[config.mk]
export PLATFORM = sky130hd
export DESIGN_NAME = bin_shift_scheduler
export DESIGN_NICKNAME = d
export VERILOG_FILES = /design/src/rtl/bin_shift_scheduler.sv
export SDC_FILE = /design/constraint.sdc
export NUM_CORES = 1
export LEC_CHECK = 0
export ABC_AREA = 1
export ABC_CLOCK_PERIOD_IN_PS = 5100
export CAP_MARGIN = 15
export CORE_AREA = 3 3 142 144
export DETAILED_ROUTE_END_ITERATION = 7
export DIE_AREA = 0 0 145 147
export SLEW_MARGIN = 20
export SYNTH_ARGS = -nofsm -noshare
export SYNTH_HDL_FRONTEND = slang
export SYNTH_SLANG_ARGS = --single-unit
[constraint.sdc]
create_clock -name clk -period 5.1 [get_ports clk]
set_clock_uncertainty 0.15 [all_clocks]
set_input_delay 1.275 -clock clk [delete_from_list [all_inputs] [get_ports clk]]
set_output_delay 1.275 -clock clk [all_outputs]
set_load 0.02 [all_outputs]
[src/rtl/bin_shift_scheduler.sv]
// bin_shift_scheduler
// Walks the source bins of one spectral frame. For each bin it emits a
// (src, dst) pair, where dst is k * shift_factor rounded to the nearest bin.
// An accumulator replaces the per-bin multiply. The frame ends on the last
// source bin, or at the first destination that falls outside the spectrum.
//
// Build option: define BIN_SHIFT_ROUND_EVEN_EN to round exact .5 ties to the
// even bin. Without it, ties round half up.
module bin_shift_scheduler #(
  parameter int INT_WIDTH  = 11,
  parameter int FRAC_WIDTH = 21,
  parameter int N_BINS     = 1024,
  parameter int ADDR_WIDTH = 10
) (
  input  logic                            clk,
  input  logic                            reset,
  input  logic                            start,
  input  logic [INT_WIDTH+FRAC_WIDTH-1:0] shift_factor,
  output logic                            busy,
  output logic                            done,
  output logic                            map_valid,
  input  logic                            map_ready,
  output logic [ADDR_WIDTH-1:0]           src_addr,
  output logic [ADDR_WIDTH-1:0]           dst_addr,
  output logic [ADDR_WIDTH:0]             map_count
);

  localparam int FW    = INT_WIDTH + FRAC_WIDTH;
  localparam int ACC_W = ADDR_WIDTH + FW;
  localparam int IP_W  = ADDR_WIDTH + INT_WIDTH;
  localparam int RND_W = IP_W + 1;  // headroom so the +1 round-up cannot wrap
  localparam logic [RND_W-1:0]      N_BINS_R = RND_W'(N_BINS);
  localparam logic [ADDR_WIDTH-1:0] LAST_SRC = ADDR_WIDTH'(N_BINS - 1);

`ifdef BIN_SHIFT_ROUND_EVEN_EN
  localparam logic HALF_UP = 1'b0;
`else
  localparam logic HALF_UP = 1'b1;
`endif

  typedef enum logic {IDLE, RUN} state_t;

  // Round to nearest. When HALF_UP is clear, an exact tie rounds only if the
  // integer part is odd, which lands the result on the even bin.
  function automatic logic [RND_W-1:0] round_acc(input logic [ACC_W-1:0] a);
    logic [IP_W-1:0] ip;
    logic            half;
    logic            rest_nz;
    logic            up;
    ip      = a[ACC_W-1:FRAC_WIDTH];
    half    = a[FRAC_WIDTH-1];
    rest_nz = |a[FRAC_WIDTH-2:0];
    up      = half & (rest_nz | ip[0] | HALF_UP);
    return RND_W'(ip) + RND_W'(up);
  endfunction

  state_t                  state_q, state_d;
  logic [FW-1:0]           factor_q, factor_d;
  logic [ACC_W-1:0]        acc_q, acc_d;
  logic [ADDR_WIDTH-1:0]   src_q, src_d;
  logic [ADDR_WIDTH-1:0]   dst_q, dst_d;
  logic [ADDR_WIDTH:0]     count_q, count_d;
  logic [ADDR_WIDTH:0]     map_count_q, map_count_d;
  logic                    done_q, done_d;
  logic [RND_W-1:0]        rnd;

  // Next-state logic: start acceptance, handshake advance and termination.
  always_comb begin
    state_d     = state_q;
    factor_d    = factor_q;
    acc_d       = acc_q;
    src_d       = src_q;
    dst_d       = dst_q;
    count_d     = count_q;
    map_count_d = map_count_q;
    done_d      = 1'b0;
    // acc_q already holds (src+1) * factor, so this is the next bin's dst.
    rnd         = round_acc(acc_q);
    case (state_q)
      IDLE: begin
        if (start) begin
          state_d  = RUN;
          factor_d = shift_factor;
          acc_d    = ACC_W'(shift_factor);
          src_d    = '0;
          dst_d    = '0;
          count_d  = '0;
        end
      end
      RUN: begin
        if (map_ready) begin
          count_d = count_q + 1'b1;
          // The compare uses the full rounded width; dst is monotonic, so
          // the first out-of-range bin ends the frame.
          if (src_q == LAST_SRC || rnd >= N_BINS_R) begin
            state_d     = IDLE;
            done_d      = 1'b1;
            map_count_d = count_q + 1'b1;
          end else begin
            src_d = src_q + 1'b1;
            dst_d = rnd[ADDR_WIDTH-1:0];
            acc_d = acc_q + ACC_W'(factor_q);
          end
        end
      end
      default: state_d = IDLE;
    endcase
  end

  // Control and output registers, cleared by reset.
  always_ff @(posedge clk) begin
    if (reset) begin
      state_q     <= IDLE;
      done_q      <= 1'b0;
      src_q       <= '0;
      dst_q       <= '0;
      count_q     <= '0;
      map_count_q <= '0;
    end else begin
      state_q     <= state_d;
      done_q      <= done_d;
      src_q       <= src_d;
      dst_q       <= dst_d;
      count_q     <= count_d;
      map_count_q <= map_count_d;
    end
  end

  // Datapath registers. These are always rewritten on start, so they need no reset.
  always_ff @(posedge clk) begin
    factor_q <= factor_d;
    acc_q    <= acc_d;
  end

  assign busy      = (state_q == RUN);
  assign map_valid = (state_q == RUN);
  assign done      = done_q;
  assign src_addr  = src_q;
  assign dst_addr  = dst_q;
  assign map_count = map_count_q;

endmodule

==> results of run 1 <==
## power groups by stage
stage               Sequential [mW]  Combinational (mW)  Clock (mW)
global placement               1.11               0.452           0
finish                         1.09               0.459        1.21
detailed placement             1.11               0.452           0
floorplan                      1.11               0.315           0
global route                   1.10               0.517        1.28
CTS                            1.09               0.457        1.23
## Yosys cell counts (all sizes together)
cell type  instances
nand4             12
nand3b             1
nand2            252
nor3b              1
o21ai             58
o21bai             6
a31oi             14
a21boi             1
a211oi             1
nor2             124
clkbuf            12
nor4               3
edfxtp            74
o22ai              1
o211ai             1
clkinv             3
xor2              22
xnor2             18
a21o               4
inv               99
fa                 1
buf                9
dfxtp             44
o21a               2
nor3              11
a311oi             1
nand3             90
a21oi             84
or2                4
ha                37
and3               1
## worst max path at each step
| stage | endpoint | startpoint | cells past startpoint | slack, ns |
|---|---|---|---|---|
| 5_1_grt | acc_q[32]$_SDFFCE_PN0P_ | start | 9 | 1.10 |
| 2_1_floorplan | acc_q[0]$_DFFE_PP_ | start | 6 | 0.33 |
| 3_3_place_gp | acc_q[0]$_DFFE_PP_ | start | 9 | 0.95 |
| 3_5_place_dp | acc_q[37]$_SDFFCE_PN0P_ | start | 9 | 0.88 |
| 4_1_cts | acc_q[37]$_SDFFCE_PN0P_ | start | 9 | 1.30 |
| 6_report | acc_q[11]$_DFFE_PP_ | start | 9 | 1.32 |
## placed cells by master (no fill, tap or decap), drive strengths merged, types with 2 or more instances in the layout
cell / netlist / layout
edfxtp: 74 / 74
o21bai: 6 / 6
bufinv: 0 / 2
a31oi: 14 / 14
clkinv: 3 / 8
nand2: 252 / 252
o21ai: 58 / 58
nor4: 3 / 3
buf: 9 / 6
nand4: 12 / 12
xnor2: 18 / 18
xor2: 22 / 22
a21o: 4 / 4
inv: 99 / 107
nand3: 90 / 90
clkbuf: 12 / 17
or2: 4 / 4
o21a: 2 / 2
nor2: 124 / 124
clkdlybuf4s50: 0 / 69
dfxtp: 44 / 44
ha: 37 / 37
a21oi: 84 / 84
nor3: 11 / 11
## cell type report
class | instances | area (um^2)
fillers | 1870 | 9670
multi-input cells | 750 | 4030
flip-flops and latches | 118 | 3100
repair buffers | 75 | 736
clock buffers | 17 | 425
inverters | 102 | 384
well taps | 260 | 325
clock inverters | 15 | 164
## registers in the layout (all words and copies together) (netlist names)
name	flops
map_count	11
acc_q	42
done	1
busy	1
count_q	11
dst_addr	10
src_addr	10
factor_q	32
## worst max-delay path, stage by stage
cell and delay, ns:
clkdlybuf4s50_1 0.41, inv_1 0.13, nor2_4 0.04, buf_4 0.22, nor2_1 0.56, clkinv_1 0.47
nand2_1 0.20, inv_1 0.06, buf_4 0.29
## routing by layer
metal,track usage [%],share of wire (%),routed length [um],vias up
li1,-,-,-,3482
met1,27.2,49,9860,3066
met2,30.0,44,8830,175
met3,3.98,5.3,1060,20
met4,4.85,1.4,274,0
met5,0,0,0,-
## cells by family after synthesis
logic type / after synthesis / share of synthesized area (%)
AND/OR/NAND/NOR: 499 / 29.2
XOR/XNOR: 40 / 4.60
flip-flops: 118 / 40.8
AO/OA/AOI/OAI: 173 / 12.7
adder cells (fa/ha/maj): 38 / 6.35
buffers and inverters: 123 / 6.41
## through the flow
step | power, mW | std cells | util [%]
2_1_floorplan | 1.42 | 991 | -
3_3_place_gp | 1.57 | 1305 | 45.5
3_5_place_dp | 1.57 | 1305 | 45.5
4_1_cts | 2.78 | 1337 | 48.7
5_1_grt | 2.90 | 1337 | 48.7
6_report | 2.76 | 1337 | 48.7
==> metrics.txt, run 1 <==
Syn Area/Cell=7.68 um^2; reg2reg end=acc_q[36]$_SDFFCE_PN0P_; reg2reg start=factor_q[0]$_DFFE_PP_; Int Pwr=1.96 mW; post-CTS resize count=0; CTS max path bufs=2; routed len/inst=15.0 um; 1st-pass router iterations=5; share of cells above drive strength 1=9.10%; Placed Area=8580 um^2; synthesized instance count=991; Area growth syn-to-layout=20.4%; Die Y=147 um; Max Fclk=264 MHz; Worst-path clk slew=0.06 ns; CP endpoint kind=flip-flop; antenna violation net count after detailed routing=0; leakage power=3.59 nW; Peak VDD IR=230 uV; Die ar.=21300 um^2; Post-Syn Area=7610 um^2; max-cap viol count=0; final instance area=9170 um^2; DRC=0; CTS tree=yes; Max Fanout on Critical Path=42; worst min path class=flip-flop to flip-flop; Netlist cell types=44; Final WS setup=1.32 ns; Synth warnings=0; Setup TNS=0 ns; crit path kind=input port to flip-flop; worst reg2reg setup slack=1.75 ns; starting density of the core=40.4%; HPWL after detailed placement=15300 um; largest net degree at the start of global routing=43; grt total ovfl=0; clock power share=43.8%; cts hold-fix bufs=0; post-synthesis sequential area ratio=40.8%; final worst-path cycle share=74.1%; final WL=20000 um; Top Ports=70; Final Wtd Congestion=0.911; Reg power frac=39.6%; top post-synthesis cells by area=edfxtp_1 (29%), dfxtp_1 (12%), nand2_1 (12%); Rows=50; IO buf count=69; cell taking the most area after synthesis=edfxtp_1; sw frac=29.2%; Synth top area share=29.2%; first-pass GRT wire length=33200 um; setup bufs post-CTS=0; Antenna Cells=0; Period minus WS final=3.78 ns; Die X=145 um; vias=6743; final setup vio count=0; worst path required time=5.05 ns; vias in the first global route=6495; synthesized flop and latch total=118; Max-slew headroom=46.2%; final hold slack=0.319 ns; Overall Global Routing Usage=19.2%; Reg2Reg Depth=15; hold path start=map_count[10]$_SDFFE_PP0P_; Hold Path End=map_count[10]$_SDFFE_PP0P_; Worst-Margin Slew=0.802 ns; Placement Setup Slack=0.883 ns; Syn Nets=1065; Layout Nets=1138; WP data arrival=3.73 ns; status=finished, final reports clean; clock sinks=118; core area=18800 um^2; RSZ-0062 raised after global routing=no; nature of the critical path startpoint=input port; Pwr per Cell Area=301 nW/um^2; root buffer cell=clkbuf_16; cts bufs inserted=17; Final Hold Vio Count=0; antenna violations before repair=0; Gate power share=16.6%; H-Tree Depth=4; Worst Hold Path Cells=2; vias per cell=5.04; initial DRC count=523; Skew-Pair Late Insertion Delay=0.42 ns; Slew Limit Fails=0; sw power=0.807 mW
Power figures use the tool's default switching activity.
==> inputs of run 2 (changes only) <==
- ABC_CLOCK_PERIOD_IN_PS: 5100 -> 3300
- clock period: 5.1 -> 3.3 ns (I/O delays scaled with it)
==> run 2 against run 1 <==
  * Sequential share of layout area fell by 0.34 points
  * Non-clock buffer count rose by 8
  * Die area did not move
  * Global-route usage rose by 0.53 points
  * Cell area rose by 1.0%
  * Sequential power rose by 55%
  * Final cell count rose by 0.60%
  * Clock power rose by 60%
  * Critical path depth rose by 6
  * Largest cell class unchanged
  * Highest routed layer unchanged
  * Sequential cell count did not move
  * Count of clock-buffer cells in the layout rose by 1
  * Utilization rose by 0.49 points
==> metrics.txt, run 2 (synthesis gave the netlist of run 1 again) <==
FF/Latch Area=3100 um^2 (unchanged); final WL=20900 um (+4.6%); WP data arrival=3.13 ns (-0.60 ns); area of the multi-input gates=4030 um^2 (unchanged); biggest regs=acc_q: 42 flops, factor_q: 32 flops; Worst-Margin Slew=0.764 ns (-0.0374 ns); Layout Nets=1146 (+0.70%); CP endpoint kind=flip-flop; final setup vio count=0 (unchanged); most common cell after layout, fill and taps aside=nand2_1; worst min path class=flip-flop to flip-flop; most frequent cells in the layout=nand2_1 (234), nor2_1 (107), inv_1 (95); CTS tree=yes; 1st-pass router iterations=6 (+1); Area growth syn-to-layout=21.6%; antenna violation net count after detailed routing=0 (unchanged); final worst-path cycle share=94.0%; Top Ports=70 (unchanged); initial DRC count=514 (-1.7%); first-pass GRT wire length=33800 um (+2.0%); Int Pwr=3.08 mW (+58%); Largest register FFs=42 (unchanged); Slew Limit Fails=0 (unchanged); vias in the first global route=6488 (-0.11%); hold path start=map_count[10]$_SDFFE_PP0P_; sw power=1.28 mW (+58%); max-cap viol count=0 (unchanged); Skew-Pair Late Insertion Delay=0.42 ns (about the same); final instance area=9260 um^2 (+1.0%); Final Hold Vio Count=0 (unchanged); Placed Area=8650 um^2 (+0.85%); nature of the critical path startpoint=flip-flop; Period minus WS final=3.10 ns; clock power share=44.4% (+0.6 points); post-CTS resize count=0 (unchanged); starting density of the core=40.4% (unchanged); leakage power=3.64 nW (+1.5%); Max-slew headroom=48.8% (+2.6 points); status=finished, final reports clean; Reg power frac=38.7% (-0.9 points); clock sinks=118 (unchanged); core area=18800 um^2 (unchanged); DRC=0 (unchanged); RSZ-0062 raised after global routing=no; root buffer cell=clkbuf_16; Pwr per Cell Area=471 nW/um^2 (+56%); routed len/inst=15.6 um (+3.9%); crit path kind=flip-flop to flip-flop; Worst-path clk slew=0.06 ns (about the same); share of cells above drive strength 1=9.77% (+0.67 points); Antenna Cells=0 (unchanged); HPWL after detailed placement=15800 um (+3.2%); worst setup path start=factor_q[0]$_DFFE_PP_; Peak VDD IR=387 uV (+68%); final hold slack=0.316 ns (-0.00311 ns); Overall Global Routing Usage=19.7% (+0.53 points); antenna violations before repair=0 (unchanged); cts hold-fix bufs=0 (unchanged); Gate power share=16.9% (+0.3 points); Final Wtd Congestion=0.895 (-1.7%); cts bufs inserted=17 (unchanged); Max Fanout on Critical Path=5 (-88%); Die Y=147 um (unchanged); Die X=145 um (unchanged); IO buf count=69 (unchanged); Max Fclk=322 MHz; Setup TNS=0 ns (unchanged); vias=6839 (+1.4%); worst path required time=3.33 ns (-1.72 ns); vias per cell=5.08 (+0.82%); Die ar.=21300 um^2 (unchanged); sw frac=29.3% (+0.071 points); Rows=50 (unchanged); Largest Register=acc_q; grt total ovfl=0 (unchanged); CTS max path bufs=2 (unchanged); setup bufs post-CTS=0 (unchanged); fillcell total=1869 (-0.053%); H-Tree Depth=4 (unchanged); largest net degree at the start of global routing=43 (unchanged); reg2reg start=factor_q[0]$_DFFE_PP_
==> run 2: path summary, 6_finish.rpt <==
kind	slack, ns	cells after the start	endpoint
max reg2reg	0.20	15	acc_q[36]$_SDFFCE_PN0P_
min	0.32	2	map_count[10]$_SDFFE_PP0P_
min reg2reg	0.32	2	map_count[10]$_SDFFE_PP0P_
max	0.20	15	acc_q[36]$_SDFFCE_PN0P_
==> run 2: per-stage QoR <==
step                      power [mW]  setup WS (ns)  util (%)  std cells
after global placement          2.44          0.282      45.9       1313
final                           4.36          0.198      49.2       1345
after detailed placement        2.45          0.242      45.9       1313
after floorplan                 2.20         0.0482         -        991
after CTS                       4.39          0.242      49.2       1345
after global routing            4.55         0.0113      49.2       1345
==> run 2: area by class of cell <==
type / instances / share of cell area, %
Multi-Input combinational cell: 750 / 43.5
Sequential cell: 118 / 33.5
Timing Repair Buffer: 83 / 8.73
Clock buffer: 18 / 4.87
Inverter: 102 / 4.15
Tap cell: 260 / 3.51
Clock inverter: 14 / 1.72
==> run 2: power by group through the flow <==
stage / Clock (mW) / Combinational (mW) / Sequential [mW]
4_1_cts: 1.97 / 0.733 / 1.69
5_1_grt: 2.03 / 0.821 / 1.70
6_report: 1.94 / 0.735 / 1.69
3_3_place_gp: 0 / 0.725 / 1.72
2_1_floorplan: 0 / 0.487 / 1.71
3_5_place_dp: 0 / 0.728 / 1.72
==> run 2: layer usage <==
layer  GRT usage [%]  up-vias  wire [um]
li1                -     3499          -
met1            28.1     3127      10200
met2            30.6      188       9260
met3            3.45       25       1110
met4            6.13        0        338
met5               0        -          0
==> run 2: critical path, stage by stage (launching register included) <==
cell,delay (ns)
edfxtp_1,0.33
ha_1,0.23
inv_1,0.10
fa_1,0.42
inv_1,0.15
nand2_1,0.09
o21ai_0,0.22
nand3_1,0.16
nand4_1,0.21
nand2_1,0.07
nand2_1,0.16
nand3_1,0.17
nand2_1,0.21
nand3_1,0.10
nand2_1,0.07
nor2_1,0.04
